**src/rtl/pipe_stage_reg.sv**
```systemverilog
// Inter-stage pipeline register with valid/allowin handshake, flush, optional
// skid entry (registered in_allowin) and a saturating stall counter.
module pipe_stage_reg #(
  parameter int WIDTH = 32,
  parameter int SKID  = 0,
  parameter int CNT_W = 16
) (
  input  logic             clk,
  input  logic             rst,
  input  logic             flush,
  input  logic             in_valid,
  output logic             in_allowin,
  input  logic [WIDTH-1:0] in_data,
  output logic             out_valid,
  input  logic             out_allowin,
  output logic [WIDTH-1:0] out_data,
  output logic [CNT_W-1:0] stall_cnt
);

  logic             vld_p1;
  logic [WIDTH-1:0] data_p1;
  logic [CNT_W-1:0] stall_cnt_p1;
  logic             stall;

  function automatic logic [CNT_W-1:0] sat_inc(input logic [CNT_W-1:0] v);
    return (&v) ? v : v + CNT_W'(1);
  endfunction

  assign stall = vld_p1 && !out_allowin;

  if (SKID == 0) begin : g_single
    assign in_allowin = !vld_p1 || out_allowin;

    // stage p1: single main entry
    always_ff @(posedge clk) begin
      if (rst) begin
        vld_p1  <= 1'b0;
        data_p1 <= '0;
      end else if (flush) begin
        vld_p1 <= 1'b0;
      end else if (in_allowin) begin
        vld_p1 <= in_valid;
        if (in_valid) data_p1 <= in_data;
      end
    end
  end else begin : g_skid
    logic             skid_vld_p1;
    logic [WIDTH-1:0] skid_data_p1;
    logic             xfer_in;
    logic             xfer_out;

    // allowin comes straight from a flop, so no path from out_allowin
    assign in_allowin = !skid_vld_p1;
    assign xfer_in    = in_valid && in_allowin;
    assign xfer_out   = vld_p1 && out_allowin;

    // stage p1: main entry plus skid entry; skid always drains into main first
    always_ff @(posedge clk) begin
      if (rst) begin
        vld_p1       <= 1'b0;
        data_p1      <= '0;
        skid_vld_p1  <= 1'b0;
        skid_data_p1 <= '0;
      end else if (flush) begin
        vld_p1      <= 1'b0;
        skid_vld_p1 <= 1'b0;
      end else if (skid_vld_p1) begin
        if (xfer_out) begin
          data_p1     <= skid_data_p1;
          skid_vld_p1 <= 1'b0;
        end
      end else if (xfer_in) begin
        if (!vld_p1 || xfer_out) begin
          vld_p1  <= 1'b1;
          data_p1 <= in_data;
        end else begin
          skid_vld_p1  <= 1'b1;
          skid_data_p1 <= in_data;
        end
      end else if (xfer_out) begin
        vld_p1 <= 1'b0;
      end
    end
  end

  always_ff @(posedge clk) begin
    if (rst)        stall_cnt_p1 <= '0;
    else if (stall) stall_cnt_p1 <= sat_inc(stall_cnt_p1);
  end

  assign out_valid = vld_p1;
  assign out_data  = data_p1;
  assign stall_cnt = stall_cnt_p1;

endmodule
```
**config.mk**
```make
export PLATFORM = sky130hd
export DESIGN_NAME = pipe_stage_reg
export DESIGN_NICKNAME = d
export VERILOG_FILES = /design/src/rtl/pipe_stage_reg.sv
export SDC_FILE = /design/constraint.sdc
export NUM_CORES = 1
export LEC_CHECK = 0
export BUFFER_PORTS_ARGS = -buffer_cell sky130_fd_sc_hd__buf_2
export CORE_MARGIN = 2
export CORE_UTILIZATION = 42
export DETAILED_ROUTE_END_ITERATION = 8
export GPL_TIMING_DRIVEN = 1
export PLACE_DENSITY_LB_ADDON = 0.05
export SLEW_MARGIN = 10
export SYNTH_ARGS = -nofsm -noshare
export SYNTH_HDL_FRONTEND = slang
export SYNTH_SLANG_ARGS = --single-unit
export TNS_END_PERCENT = 10
```
**constraint.sdc**
```tcl
create_clock -name clk -period 2.49 [get_ports clk]
set_input_delay 0.249 -clock clk [delete_from_list [all_inputs] [get_ports clk]]
set_output_delay 0.249 -clock clk [all_outputs]
set_load 0.05 [all_outputs]
```
==> qor_table.md <==
| Stage | Metric | This run |
|---|---|---|
| synthesis | Synth unique cells | 31 |
| sta | Post-route setup TNS | 0 ns |
| finish | Fraction of final layout cells sized beyond drive strength 1 | 31.8% |
| clocking | TritonCTS clock tree | done |
| worst setup path | Worst reg2reg path depth | 4 |
| pwr | Power Density | 600 nW/um^2 |
| pwr | Leak Pwr | 1.09 nW |
| detailed routing | Via density per instance | 5.01 |
| die | Site row count | 24 |
| clocking | H-tree depth reported by CTS | 2 |
| clocking | TritonCTS sink count | 49 |
| grt | Overall routing resource usage | 18.6% |
| synthesis | Most common cell in the synthesized netlist | sky130_fd_sc_hd__nand2_1 |
| sta | Final max-slew violation count | 0 |
| placed design | RD Place Congestion | 0.762 |
| worst setup path | Top fanout value on the critical path | 7 |
| synthesis | Synth top cells by count | sky130_fd_sc_hd__nand2_1, sky130_fd_sc_hd__dfxtp_1, sky130_fd_sc_hd__a21oi_1 |
| synthesis | Synth warn | 0 |
| hold path | HP Class | in -> reg |
| die | Die X | 71.5 um |
| synthesis | Sequential share of the synthesized area | 51.3% |
| clocking | Clk_lat worst skew | 0.30 ns |
| synthesis | Leading area contributor after synthesis | sky130_fd_sc_hd__dfxtp_1 |
| synthesis | Post-synthesis register bit count | 49 |
| sta | Fmax | 528 MHz |
| finish | Signed area change from the synthesized netlist to the final layout | 30.5% |
| die | Die Footprint | 5110 sq um |
| sta | Post-layout worst setup margin | 0.598 ns |
| sta | Ratio of final minimum period to clock period | 76.0% |
| synthesis | Mean area per synthesized cell | 8.07 sq um |
| grt | Pin count of the biggest net entering global routing | 38 |
| detailed routing | Number of design rule violations left after detail routing | 0 |
| clocking | Number of buffers inserted by hold repair at cts | 0 |
| placed design | # port buffers | 86 |
| pwr | Largest vdd supply drop | 0.371 mV |
| worst setup path | Critical Path Start Type | register |
| sta | Worst clock skew on the final layout | 0.00968 ns |
| synthesis | Post-Syn Area | 1910 sq um |
| placed design | Half-perimeter wire length after placement | 3170 um |
| sta | Worst max-slew margin expressed relative to the limit | 55.3% |
| clocking | CTS buffer count | 5 |
| hold path | Worst min-delay path endpoint | out_valid |
| clocking | Resize count post-CTS | 0 |
| grt | Vias in the first global route | 1,660 |
| detailed routing | Detail Route Antenna Nets | 0 |
| clocking | Clock-pin slew on the worst setup and hold paths | 0.09 ns |
| finish | Footprint of the multi-input gates | 881 sq um |
| die | Core region area | 4380 sq um |
| worst setup path | Setup slack on the worst flop-to-flop path | 0.60 ns |
| worst setup path | Stages on the worst setup path | 4 |
| detailed routing | Post-DR wirelength/cell | 12.0 um |
| grt | Number of antenna violations at the first check in global routing | 0 |
| detailed routing | Via count | 1,884 |
| worst setup path | Required time of the worst setup path | 2.71 ns |
| sta | Unrepaired setup endpoints after global routing | no |
| sta | Post-route minimum period | 1.89 ns |
| finish | Antenna fix cells | 0 |
| synthesis | Synth Flop Type | sky130_fd_sc_hd__dfxtp_1 |
| synthesis | Number of enable flip-flop cells after synthesis | 0 |
| grt | Wire length of the first global-routing pass | 7600 um |
| die | Die Height | 71.5 um |
| detailed routing | Violation count after the first detailed-routing iteration | 133 |
| finish | Final-layout fill cell count | 451 |
| sta | # setup viols final | 0 |
| finish | Final core utilization | 56.9% |
| sta | Transition time at the pin with the least slew margin | 0.670 ns |
| grt | Total overflow reported by the global router | 0 |
| worst setup path | Family of cells with the greatest summed delay on the critical path | simple AND/OR/NAND/NOR gates |
| die | Count of boundary I/O pins | 87 |
| worst setup path | Critical R2R Capture | stall_cnt[13] |
| clocking | Setup fix buffers added after clock tree synthesis | 0 |
| run | Max-cap violations | 0 |
| clocking | Number of buffers between clock root and the deepest sink | 2 |
| worst setup path | Ordered list of cells on the worst path | nand3_2, or4_4, or4_1, a21oi_1 |
| clocking | Root buf cell | sky130_fd_sc_hd__clkbuf_8 |
| worst setup path | Critical setup path kind | reg -> reg |
| detailed routing | DRT Pass-1 Iters | 4 |
| finish | Area occupied by registers | 981 sq um |
| worst setup path | Startpoint of the worst register-to-register path | stall_cnt[2] |
| worst setup path | Number of buffers and inverters on the critical path | 0 |
| synthesis | Number of cells produced by synthesis | 237 |
| synthesis | Top area cells in the synthesized netlist | sky130_fd_sc_hd__dfxtp_1, sky130_fd_sc_hd__nand2_1, sky130_fd_sc_hd__a21oi_1, sky130_fd_sc_hd__clkbuf_1, sky130_fd_sc_hd__nand4_1 |
| hold path | Number of instances on the worst hold path | 2 |
| finish | Final net count | 362 |
| hold path | Hold path startpoint | flush |
| worst setup path | Delay of the slowest cell on the worst path | 0.58 ns |
| placed design | Post-Place Worst Slack | 0.617 ns |
| sta | Count of endpoints failing hold in the final timing report | 0 |
| synthesis | FFs w/ async S/R, synth | 0% |
| status | Result of the run | finished, final reports clean |
| worst setup path | Worst Setup End Kind | register |
| synthesis | Post-synth net total | 275 |
| synthesis | Top cell type's share of synthesized area | 51.3% |
| die | Initial Utilization | 43.6% |
| worst setup path | CP max-delay cell | sky130_fd_sc_hd__or4_4 |
| detailed routing | Routed wire length | 4520 um |
| worst setup path | CP Data Arrival Time | 2.11 ns |
-- report_power, final --
group / total (W) / internal, W / switching, W
clock: 0.000465 / 0.000221 / 0.000244
combinational: 0.000212 / 0.0000587 / 0.000153
sequential: 0.000820 / 0.000808 / 0.0000117
total: 0.00150 / 0.00109 / 0.000409
-- worst max path at each step --
stage | startpoint | endpoint
after floorplan | stall_cnt[0] | stall_cnt[6]
after global placement | stall_cnt[0] | stall_cnt[1]
after detailed placement | stall_cnt[2] | stall_cnt[13]
after CTS | stall_cnt[2] | stall_cnt[13]
after global routing | stall_cnt[0] | stall_cnt[1]
final | stall_cnt[2] | stall_cnt[13]
-- area by class of cell --
class                           instances  share of cell area, %
Inverter                                4                  0.602
Timing Repair Buffer                   91                   18.7
Sequential cell                        49                   39.3
Tap cell                               52                   2.61
Clock buffer                            7                   3.46
Multi-Input combinational cell        173                   35.3
-- cell usage in the layout, fill, tap and decap left out, drive strengths merged, types with 2 or more instances in the layout --
master,Yosys,layout
nor2b,2,2
inv,4,4
o21ai,6,6
nand4,6,6
nor3,5,5
buf,0,91
a31oi,2,2
nor4,3,3
or4,4,4
or3,5,5
o31ai,3,3
clkbuf,11,7
dfxtp,49,49
nand2,67,67
mux2,2,2
o41ai,2,2
nor2,9,9
nand3,4,4
a211oi,2,2
a21oi,41,41
-- state kept, by name, summed over array words and instances, names as in the netlist --
name       cells
out_data      32
out_valid      1
stall_cnt     16
-- metal layers --
metal  global-route usage (%)  vias up  part of all wire [%]
met1                     22.9      833                    44
li1                         -      990                     -
met4                     6.29        0                   1.1
met3                     5.63        5                   7.0
met5                        0        -                     0
met2                     30.9       56                    48
-- stage by stage --
stage | hold WS (ns) | std cells | power [W] | area, sq um
after global routing | 0.155 | 376 | 0.00157 | 2500
after global placement | 0.439 | 369 | 0.00105 | 2410
final | 0.156 | 376 | 0.00150 | 2500
after detailed placement | 0.444 | 369 | 0.00105 | 2410
after floorplan | 0.328 | 237 | 0.000985 | 1910
after CTS | 0.152 | 376 | 0.00152 | 2500
-- cells by family after synthesis --
group | share of synthesized area (%)
and+or+nand+nor | 27.1
xor gates and xnor gates | 0.458
adders and majority gates | 0.654
buffers and inverters | 2.94
AOI/OAI and AO/OA | 15.8
muxes | 1.70
DFF | 51.3
(Power assumes the default switching activity.)
